===== src/rtl/noc_pkg.sv =====
// Shared NoC definitions: packet field positions, directions, NIC register map.
package noc_pkg;

  localparam int VC_BIT          = 63;
  localparam int NORTH_SOUTH_BIT = 62;
  localparam int EAST_WEST_BIT   = 61;

  localparam int Y_HOP_MSB = 55;
  localparam int X_HOP_MSB = 51;
  localparam int Y_SRC_MSB = 47;
  localparam int X_SRC_MSB = 39;
  localparam int SRC_W     = 8;

  localparam logic NORTH_TO_SOUTH = 1'b0;
  localparam logic SOUTH_TO_NORTH = 1'b1;
  localparam logic EAST_TO_WEST   = 1'b0;
  localparam logic WEST_TO_EAST   = 1'b1;

  localparam logic [1:0] NIC_ADDR_IN_BUF   = 2'd0;
  localparam logic [1:0] NIC_ADDR_IN_STAT  = 2'd1;
  localparam logic [1:0] NIC_ADDR_OUT_BUF  = 2'd2;
  localparam logic [1:0] NIC_ADDR_OUT_STAT = 2'd3;

  // Replace the source Y/X fields with the attached router's coordinates.
  function automatic logic [63:0] stamp_src(
    input logic [63:0] pkt,
    input logic [3:0]  pos
  );
    logic [63:0] r;
    r = pkt;
    r[Y_SRC_MSB -: SRC_W] = {6'b0, pos[3:2]};
    r[X_SRC_MSB -: SRC_W] = {6'b0, pos[1:0]};
    return r;
  endfunction

endpackage


===== src/rtl/nic_buffer.sv =====
// Single-entry packet buffer with full flag.
// A load in the same cycle as a clear wins, so no arriving packet is lost.
module nic_buffer
  import noc_pkg::*;
#(
  parameter int WIDTH = 64
) (
  input  logic             clk,
  input  logic             reset,
  input  logic             load,
  input  logic             clear,
  input  logic [WIDTH-1:0] d,
  output logic [WIDTH-1:0] q,
  output logic             full
);

  always_ff @(posedge clk or negedge reset) begin
    if (!reset) begin
      q    <= '0;
      full <= 1'b0;
    end else if (load) begin
      q    <= d;
      full <= 1'b1;
    end else if (clear) begin
      full <= 1'b0;
    end
  end

endmodule


===== src/rtl/pe_nic.sv =====
// PE network interface: host register port <-> router pe channel pair.
// Optional PE_NIC_SRC_STAMP_EN stamps router_position into the source fields.
module pe_nic
  import noc_pkg::*;
#(
  parameter int DATA_WIDTH = 64,
  parameter int ADDR_WIDTH = 2
) (
  input  logic                  clk,
  input  logic                  reset,
  input  logic [3:0]            router_position,
  input  logic [ADDR_WIDTH-1:0] addr,
  input  logic                  nic_en,
  input  logic                  nic_wr_en,
  input  logic [DATA_WIDTH-1:0] d_in,
  output logic [DATA_WIDTH-1:0] d_out,
  input  logic                  net_polarity,
  output logic                  net_so,
  input  logic                  net_ro,
  output logic [DATA_WIDTH-1:0] net_do,
  input  logic                  net_si,
  output logic                  net_ri,
  input  logic [DATA_WIDTH-1:0] net_di
);

  logic                  rd;
  logic                  wr;
  logic                  out_full;
  logic                  in_full;
  logic [DATA_WIDTH-1:0] out_buf;
  logic [DATA_WIDTH-1:0] in_buf;
  logic [DATA_WIDTH-1:0] wr_data;
  logic                  out_load;
  logic                  in_load;
  logic                  in_clear;

  assign rd = nic_en & ~nic_wr_en;
  assign wr = nic_en & nic_wr_en;

`ifdef PE_NIC_SRC_STAMP_EN
  assign wr_data = DATA_WIDTH'(stamp_src(d_in, router_position));
`else
  logic unused_pos;
  assign unused_pos = ^router_position;
  assign wr_data    = d_in;
`endif

  // out_full is sampled before the send clears it, so a write racing a send drops
  assign out_load = wr & ~out_full
                  & (addr == ADDR_WIDTH'(NIC_ADDR_OUT_BUF));
  assign in_load  = net_si & net_ri;
  assign in_clear = rd & (addr == ADDR_WIDTH'(NIC_ADDR_IN_BUF));

  assign net_so = out_full & net_ro
                & (net_polarity == out_buf[VC_BIT]);
  assign net_do = out_full ? out_buf : '0;
  assign net_ri = ~in_full;

  nic_buffer #(.WIDTH(DATA_WIDTH)) u_out_buf (
    .clk  (clk),
    .reset(reset),
    .load (out_load),
    .clear(net_so),
    .d    (wr_data),
    .q    (out_buf),
    .full (out_full)
  );

  nic_buffer #(.WIDTH(DATA_WIDTH)) u_in_buf (
    .clk  (clk),
    .reset(reset),
    .load (in_load),
    .clear(in_clear),
    .d    (net_di),
    .q    (in_buf),
    .full (in_full)
  );

  always_ff @(posedge clk or negedge reset) begin
    if (!reset) begin
      d_out <= '0;
    end else if (rd) begin
      unique case (1'b1)
        addr == ADDR_WIDTH'(NIC_ADDR_IN_BUF):
          d_out <= in_buf;
        addr == ADDR_WIDTH'(NIC_ADDR_IN_STAT):
          d_out <= DATA_WIDTH'(in_full);
        addr == ADDR_WIDTH'(NIC_ADDR_OUT_STAT):
          d_out <= DATA_WIDTH'(out_full);
        default: ;
      endcase
    end
  end

endmodule


===== config.mk =====
export PLATFORM = sky130hd
export DESIGN_NAME = pe_nic
export DESIGN_NICKNAME = d
export VERILOG_FILES = /design/src/rtl/noc_pkg.sv /design/src/rtl/nic_buffer.sv /design/src/rtl/pe_nic.sv
export SDC_FILE = /design/constraint.sdc
export NUM_CORES = 1
export LEC_CHECK = 0
export BUFFER_PORTS_ARGS = -buffer_cell sky130_fd_sc_hd__buf_4
export CAP_MARGIN = 0
export CORE_MARGIN = 1
export CORE_UTILIZATION = 35
export DETAILED_ROUTE_END_ITERATION = 7
export PLACE_DENSITY = 0.59
export SLEW_MARGIN = 40
export SYNTH_ARGS = -nofsm -noshare
export SYNTH_HDL_FRONTEND = slang
export SYNTH_SLANG_ARGS = --single-unit

===== constraint.sdc =====
create_clock -name clk -period 1.84 [get_ports clk]
set_clock_uncertainty 0.05 [all_clocks]
set_input_delay 0.092 -clock clk [delete_from_list [all_inputs] [get_ports clk]]
set_output_delay 0.092 -clock clk [all_outputs]
set_load 0.03 [all_outputs]

==> flow_metrics.tcl, run 1 <==
set metrics [dict create \
    outcome "complete, no violations" \
    p_int_mw 11.2 \
    hp-class "in2reg" \
    irDropWorstVdd_v 0.000603 \
    final_layout_size_suffix_gt1_share_pct 48.0 \
    tns_ns 0 \
    period_needed_ns 1.71 \
    cts_root_buf "clkbuf_16" \
    routabilityCongestion 0.733 \
    cts.sinks 194 \
    start_util_pct 35.7 \
    setup_slack_ns 0.126 \
    dieArea_um2 22800 \
    synth_common_cells "194 x dfrtp_1, 80 x mux2_2, 64 x and2_1" \
    synthCells 500 \
    drtAntennaViolNets 0 \
    vias 5542 \
    numCtsBuffers 17 \
    htree_levels 4 \
    worstSkewPairLatency_ns 0.42 \
    first_pass_iters 4 \
    clkTransAtPathRegs_ns 0.07 \
    p_sw_share_pct 35.2 \
    pin_count 271 \
    setup_viol 0 \
    max_stage_delay_ns 0.45 \
    synth_nets 641 \
    ys_warn_count 0 \
    cts_tree "done" \
    worstPathRequired_ns 1.70 \
    power_mw 17.3 \
    synth_top_area_cell "dfrtp_1" \
    drc 0 \
    slew_viol_final 0 \
    crit_path_start_kind "flip-flop" \
    grt_pass1_wl_um 31600 \
    io_buffers 266 \
    tightest_slew_ns 0.476 \
    antenna_found_initial 0 \
    hold_violations 0 \
    synth_top_area_share_pct 62.4 \
    rsz0062_at_grt "no" \
    cts_buffer_depth 2 \
    drt-total-wl_um 20000 \
    post-place-ws_ns 0.188 \
    syn-cell-area_um2 7780 \
    num_antenna_cells 0 \
    synth-seq-cells 194 \
    post-route-period-util_pct 93.2 \
    cp_data_arrival_time_ns 1.57 \
    core_area_um2 21800 \
    dieHeight_um 151 \
    p_seq_share_pct 40.1 \
    pwr-share-comb_pct 39.3 \
    place_hpwl_um 12900 \
    p_clk_share_pct 20.6 \
    critical-path-slowest-cell "dfrtp_1" \
    slew_headroom_pct 68.2 \
    yosysUniqueCellTypes 25 \
    fmax_mhz 583 \
    synth.area.top_cells "dfrtp_1 62%, mux2_2 12%, mux2_4 7.7%" \
    synth_most_common_cell "dfrtp_1" \
    cp_cell_sequence "buf_12 > and3_1 > buf_4" \
    gr-total-overflow 0 \
    seq_area_frac_synth_pct 62.4 \
    synth-edff-count 0 \
    grt_pass1_vias 6167 \
    final_cell_area_um2 12000 \
    syn_to_final_growth_pct 53.7 \
    avgSynthCellArea_um2 15.6 \
    crit_path_max_fanout 67 \
    vias_per_cell 4.68 \
    post-cts-setup-buffers 0 \
    grt_use_total_pct 17.9 \
    cap_viol_max_count 0 \
    drtIter0Drc 170 \
    cellPowerDensity_nw_per_um2 1450 \
    end_kind "output port" \
    power_switching_mw 6.10 \
    async_flop_share_pct 100 \
    fp.dieW_um 151 \
    rows 54 \
    grt_max_degree 68 \
    ff2ff_setup_slack_ns 0.18 \
    placed_area_um2 10100 \
    synth_flop_cell "dfrtp_1" \
    avgRoutedWirePerCell_um 16.9 \
    critPathKind "reg2out" \
    cellLeakagePower_nw 5.72 \
    final_nets 1033 \
]
[timing repair]
action,CTS,global route
gates cloned,0,0
gates resized for setup,2,1
hold endpoints to repair,322,0
endpoints found under the setup margin,65,1
hold buffers,129,0
[placed cells by master (no fill, tap or decap), types with 2 or more instances in the layout]
cell type	instances
inv_8	6
dfrtp_1	194
a22o_1	63
clkinvlp_4	2
clkbuf_16	17
inv_1	2
buf_12	9
mux2_1	9
o21bai_1	2
mux2_4	40
buf_4	269
mux2_2	80
dlygate4sd3_1	129
and2_1	64
clkinv_4	5
[power by group through the flow]
stage	clock, mW	sequential (mW)	combinational (mW)
2_1_floorplan	0	7.32	3.84
3_3_place_gp	0	6.89	6.46
3_5_place_dp	0	7.00	6.61
4_1_cts	3.71	6.94	6.87
5_1_grt	3.86	7.17	7.28
6_report	3.56	6.95	6.82
[stage by stage]
| step | utilization (%) | hold slack (ns) | instances |
|---|---|---|---|
| global placement | 46.2 | -0.0125 | 1024 |
| detailed placement | 46.2 | 0.00142 | 1024 |
| finish | 54.8 | 0.0403 | 1184 |
| global route | 54.8 | 0.0512 | 1184 |
| CTS | 54.8 | 0.0119 | 1184 |
| floorplan | - | -0.254 | 500 |
[sequential cells by signal, summed over array words and instances (netlist names)]
name            flops
d_out              64
u_in_buf.q         64
u_out_buf.q        64
u_in_buf.full       1
u_out_buf.full      1
[area by class of cell]
class,instances,area [um2]
clock inverter,14,143
inverter,2,7.51
timing repair buffer,408,3500
sequential,194,4850
multi-input combinational,269,2670
fill,1792,9860
tap,280,350
clock buffer,17,425
[final timing paths]
check / startpoint / end / cells after the start
min in group asynchronous: reset / u_out_buf.q[29]$_DFFE_PN0P_ / 2
max in group asynchronous: reset / d_out[51]$_DFFE_PN0P_ / 3
hold reg to reg: u_out_buf.q[60]$_DFFE_PN0P_ / u_out_buf.q[60]$_DFFE_PN0P_ / 1
setup / recovery: u_out_buf.full$_DFFE_PN0P_ / net_so / 3
setup reg to reg: u_out_buf.full$_DFFE_PN0P_ / u_out_buf.q[34]$_DFFE_PN0P_ / 3
hold / removal: addr[0] / d_out[0]$_DFFE_PN0P_ / 3
[cells by family after synthesis]
logic type / after synthesis / share of synthesized area [%]
xor+xnor: 1 / 0.113
buf+inv: 37 / 3.44
flops: 194 / 62.4
mux: 130 / 20.7
simple gates: 72 / 6.00
compound gates: 66 / 7.35
[worst max-delay path, delay by kind of cell (launching register included)]
kind / cells / cell delay, ns
DFF: 1 / 0.45
buffers and inverters: 2 / 0.44
and+or+nand+nor: 1 / 0.25
[per-layer routing]
metal,GRT usage (%),wire length (um),up-vias
met4,4.25,142,0
li1,-,-,2543
met2,31.1,9780,201
met3,6.57,1680,10
met5,0,0,-
met1,21.0,8440,2788
No activity file was read; power rests on OpenSTA's default activity.
==> run 2, diff against run 1 <==
--- a/config.mk
+++ b/config.mk
@@ -8,9 +8,9 @@
 export BUFFER_PORTS_ARGS = -buffer_cell sky130_fd_sc_hd__buf_4
 export CAP_MARGIN = 0
 export CORE_MARGIN = 1
-export CORE_UTILIZATION = 35
+export CORE_UTILIZATION = 45
 export DETAILED_ROUTE_END_ITERATION = 7
-export PLACE_DENSITY = 0.59
+export PLACE_DENSITY = 0.73
 export SLEW_MARGIN = 40
 export SYNTH_ARGS = -nofsm -noshare
 export SYNTH_HDL_FRONTEND = slang
==> flow_metrics.tcl, run 2 (same netlist as run 1, synthesis figures left out) <==
set metrics [dict create \
    hp-start "addr[0]" \
    grt_pass1_wl_um 32100 \
    first_pass_iters 5 \
    final_common_cell "buf_4" \
    antenna_found_initial 0 \
    critPathKind "reg2out" \
    drtAntennaViolNets 0 \
    end_kind "output port" \
    hp-class "in2reg" \
    hold_end "d_out[0]$_DFFE_PN0P_" \
    fmax_mhz 577 \
    reg.largest.list "d_out: 64 flops, u_in_buf.q: 64 flops, u_out_buf.q: 64 flops" \
    post-cts-setup-buffers 0 \
    cts_tree "done" \
    vias_per_cell 4.94 \
    cts_buffer_depth 2 \
    rows 47 \
    outcome "complete, no violations" \
    grt_use_total_pct 23.2 \
    setup_slack_ns 0.106 \
    r2r-start "u_out_buf.full$_DFFE_PN0P_" \
    placed_area_um2 9970 \
    avgRoutedWirePerCell_um 17.8 \
    setup_viol 0 \
    power_mw 17.5 \
    worstSkewPairLatency_ns 0.42 \
    worstPathRequired_ns 1.70 \
    pin_count 271 \
    postLayoutCoreUtil_pct 70.8 \
    numCtsBuffers 17 \
    cts.sinks 194 \
    ff2ff_setup_slack_ns 0.19 \
    start_util_pct 46.4 \
    drtIter0Drc 173 \
    drc 0 \
    max_stage_delay_ns 0.44 \
    worst_hold_slack_ns 0.0465 \
    core_area_um2 16800 \
    irDropWorstVdd_v 0.000904 \
    tightest_slew_ns 0.756 \
    cp_data_arrival_time_ns 1.59 \
    cap_viol_max_count 0 \
    mostFrequentLayoutCells "271 x buf_4, 194 x dfrtp_1, 129 x dlygate4sd3_1" \
    clkTransAtPathRegs_ns 0.07 \
    grt_max_degree 68 \
    routabilityCongestion 0.794 \
    place_inst 963 \
    place_hpwl_um 12500 \
    final_cells 1124 \
    hold_depth 3 \
    cellPowerDensity_nw_per_um2 1480 \
    rsz0062_at_grt "no" \
    slew_headroom_pct 49.6 \
    worstRegToRegCells 3 \
    fp.dieW_um 134 \
    r2r-end "u_out_buf.q[8]$_DFFE_PN0P_" \
    grt_pass1_vias 6062 \
    gr-total-overflow 0 \
    num_antenna_cells 0 \
    dieArea_um2 17800 \
    post-route-period-util_pct 94.2 \
    final_nets 1032 \
    dieHeight_um 134 \
    final_cell_area_um2 11900 \
    cp_cell_sequence "buf_12 > and3_2 > buf_4" \
    crit_path_max_fanout 67 \
    hold_violations 0 \
    critical-path-slowest-cell "dfrtp_1" \
    tns_ns 0 \
    io_buffers 266 \
    cts_root_buf "clkbuf_16" \
    drt-total-wl_um 20000 \
    period_needed_ns 1.73 \
    slew_viol_final 0 \
    crit_path_start_kind "flip-flop" \
    post-place-ws_ns 0.230 \
    final_layout_size_suffix_gt1_share_pct 48.0 \
    htree_levels 4 \
    cellLeakagePower_nw 5.72 \
    vias 5548 \
    syn_to_final_growth_pct 52.6 \
]
[run 2: cell count changes in the layout (fill, tap and decap cells not counted), moves of 2 or more]
cell and change:
bufinv_16 +2, inv_8 -4, buf_4 +2, buf_12 -3, clkinv_4 -2, inv_6 +3
[run 2: power breakdown]
| part | internal (mW) | switching (mW) | leakage, nW |
|---|---|---|---|
| Clock | 2.05 | 1.67 | 0.288 |
| Sequential | 6.00 | 0.959 | 2.40 |
| Combinational | 3.43 | 3.44 | 3.03 |
| Total | 11.5 | 6.07 | 5.72 |
[run 2: worst max path at each step]
stage | cells after the start | start | slack (ns) | endpoint
finish | 3 | u_out_buf.full$_DFFE_PN0P_ | 0.11 | net_so
global route | 3 | u_out_buf.full$_DFFE_PN0P_ | 0.02 | net_so
CTS | 3 | u_out_buf.full$_DFFE_PN0P_ | 0.03 | net_so
detailed placement | 3 | u_out_buf.full$_DFFE_PN0P_ | 0.23 | u_out_buf.q[8]$_DFFE_PN0P_
global placement | 3 | u_out_buf.full$_DFFE_PN0P_ | 0.29 | u_out_buf.q[63]$_DFFE_PN0P_
floorplan | 4 | u_out_buf.full$_DFFE_PN0P_ | 0.41 | u_out_buf.q[54]$_DFFE_PN0P_
[run 2: layer usage]
metal | GRT usage, % | share of wire, % | routed length (um) | up-vias
met5 | 0 | 0 | 0 | -
met4 | 8.78 | 2.1 | 420 | 0
met3 | 5.71 | 6.1 | 1210 | 28
met2 | 39.5 | 51 | 10100 | 199
met1 | 28.5 | 41 | 8180 | 2770
li1 | - | - | - | 2551
[run 2: worst max-delay path, delay by kind of cell, from the launching register on]
kind	cells	cell delay [ns]
simple gates	1	0.28
buf+inv	2	0.44
flops	1	0.44
[run 2: layout make-up]
type | count | area (um2)
fillers | 1079 | 4890
flip-flops and latches | 194 | 4850
repair buffers | 407 | 3460
multi-input cells | 269 | 2680
clock buffers | 18 | 429
well taps | 220 | 275
clock inverters | 14 | 171
inverters | 2 | 7.51
[run 2: repair_timing]
item,CTS,global route
hold endpoints to repair,322,0
cloned,0,0
resized for setup,3,1
endpoints found under the setup margin,3,1
hold buffers,129,0
==> run 3, diff against run 2 <==
--- a/config.mk
+++ b/config.mk
@@ -11,6 +11,7 @@
 export CORE_UTILIZATION = 45
 export DETAILED_ROUTE_END_ITERATION = 7
 export PLACE_DENSITY = 0.73
+export REMOVE_ABC_BUFFERS = 1
 export SLEW_MARGIN = 40
 export SYNTH_ARGS = -nofsm -noshare
 export SYNTH_HDL_FRONTEND = slang
==> flow_metrics.tcl, run 3 (same netlist as run 1, synthesis figures left out) <==
set metrics [dict create \
    end_kind "output port" \
    irDropWorstVdd_v 0.000708 \
    r2r-end "u_out_buf.q[5]$_DFFE_PN0P_" \
    fmax_mhz 577 \
    final_cell_area_um2 11900 \
    setup_viol 0 \
    cellPowerDensity_nw_per_um2 1480 \
    cts_root_buf "clkbuf_16" \
    grt_pass1_wl_um 32500 \
    mostFrequentLayoutCells "273 x buf_4, 194 x dfrtp_1, 129 x dlygate4sd3_1" \
    hp-start "net_ro" \
    worstSkewPairLatency_ns 0.43 \
    power_mw 17.6 \
    crit_path_start_kind "flip-flop" \
    vias 5630 \
    tightest_slew_ns 0.557 \
    avgRoutedWirePerCell_um 18.2 \
    routabilityCongestion 0.831 \
    reg.largest.list "d_out: 64 flops, u_in_buf.q: 64 flops, u_out_buf.q: 64 flops" \
    clkTransAtPathRegs_ns 0.06 \
    rsz0062_at_grt "no" \
    rows 47 \
    first_pass_iters 4 \
    dieArea_um2 17800 \
    core_area_um2 16800 \
    ff2ff_setup_slack_ns 0.23 \
    slew_viol_final 0 \
    cellLeakagePower_nw 5.75 \
    cp_cell_sequence "buf_8 > and3_1 > buf_4" \
    place_hpwl_um 12700 \
    worstPathRequired_ns 1.70 \
    drtIter0Drc 207 \
    cts.sinks 194 \
    critical-path-slowest-cell "dfrtp_1" \
    setup_slack_ns 0.107 \
    max_stage_delay_ns 0.43 \
    hold_end "u_out_buf.full$_DFFE_PN0P_" \
    drt-total-wl_um 20600 \
    num_antenna_cells 0 \
    place_inst 967 \
    final_layout_size_suffix_gt1_share_pct 48.1 \
    placed_area_um2 10000 \
    tns_ns 0 \
    gr-total-overflow 0 \
    worstRegToRegCells 3 \
    syn_to_final_growth_pct 53.1 \
    start_util_pct 46.4 \
    hold_violations 0 \
    htree_levels 4 \
    post-route-period-util_pct 94.2 \
    hold_depth 3 \
    final_common_cell "buf_4" \
    path_buf_inv 2 \
    numCtsBuffers 17 \
    cp_data_arrival_time_ns 1.59 \
    r2r-start "u_out_buf.full$_DFFE_PN0P_" \
    drc 0 \
    cts_tree "done" \
    fp.dieW_um 134 \
    antenna_found_initial 0 \
    crit_path_max_fanout 67 \
    io_buffers 266 \
    critPathKind "reg2out" \
    grt_pass1_vias 6134 \
    post-place-ws_ns 0.279 \
    worst_hold_slack_ns 0.0245 \
    hp-class "in2reg" \
    fillers 1056 \
    drtAntennaViolNets 0 \
    slew_headroom_pct 62.8 \
    pin_count 271 \
    cts_buffer_depth 2 \
    grt_max_degree 68 \
    dieHeight_um 134 \
    cp_top_family "buffers and inverters" \
    cap_viol_max_count 0 \
    outcome "complete, no violations" \
    vias_per_cell 5.00 \
    final_cells 1127 \
    final_nets 1036 \
    postLayoutCoreUtil_pct 71.1 \
    period_needed_ns 1.73 \
    grt_use_total_pct 23.6 \
]
run 3: changes by cell type in the layout (fill, tap and decap cells not counted), sizes merged:
cell	previous run	this run
buf	277	281
clkbuf	19	22
clkinvlp	2	0
clkinv	5	4
inv	7	6
run 3: worst max path at each step:
| stage | from | to | depth (start not counted) | slack [ns] |
|---|---|---|---|---|
| floorplan | nic_wr_en | d_out[10]$_DFFE_PN0P_ | 2 | -3.84 |
| global placement | u_out_buf.full$_DFFE_PN0P_ | u_out_buf.q[5]$_DFFE_PN0P_ | 3 | 0.31 |
| detailed placement | u_out_buf.full$_DFFE_PN0P_ | u_out_buf.q[3]$_DFFE_PN0P_ | 3 | 0.28 |
| CTS | u_out_buf.full$_DFFE_PN0P_ | net_so | 3 | 0.03 |
| global route | u_out_buf.full$_DFFE_PN0P_ | net_so | 3 | 0.02 |
| finish | u_out_buf.full$_DFFE_PN0P_ | net_so | 3 | 0.11 |
run 3: metal layers:
layer	wire [um]	GRT usage, %	vias up
li1	-	-	2549
met3	1470	7.69	26
met4	307	6.63	0
met5	0	0	-
met2	10300	39.4	211
met1	8490	29.3	2844
run 3: cell type report:
type / count / area [um2] / share of cell area [%]
Tap cell: 220 / 275 / 2.31
Timing Repair Buffer: 411 / 3510 / 29.5
Sequential cell: 194 / 4850 / 40.7
Inverter: 2 / 7.51 / 0.0630
Clock inverter: 10 / 123 / 1.03
Clock buffer: 21 / 470 / 3.95
Multi-Input combinational cell: 269 / 2670 / 22.4
run 3: timing repair:
action	4_1_cts	5_1_grt
gates cloned	0	0
hold endpoints to repair	185	0
hold buffers	129	0
setup endpoints to repair	43	3
gates resized for setup	1	2
pin swaps	0	0
setup buffers	0	0
run 3: worst min-delay path, stage by stage:
cell	delay [ns]
buf_4	0.08
and3_1	0.19
o21bai_1	0.09
run 3: report_power, final:
part | internal [mW] | total (mW) | switching [mW] | leakage, nW
Clock | 2.12 | 3.72 | 1.60 | 0.295
Sequential | 6.00 | 6.99 | 0.991 | 2.40
Combinational | 3.43 | 6.87 | 3.43 | 3.05
Total | 11.6 | 17.6 | 6.03 | 5.75
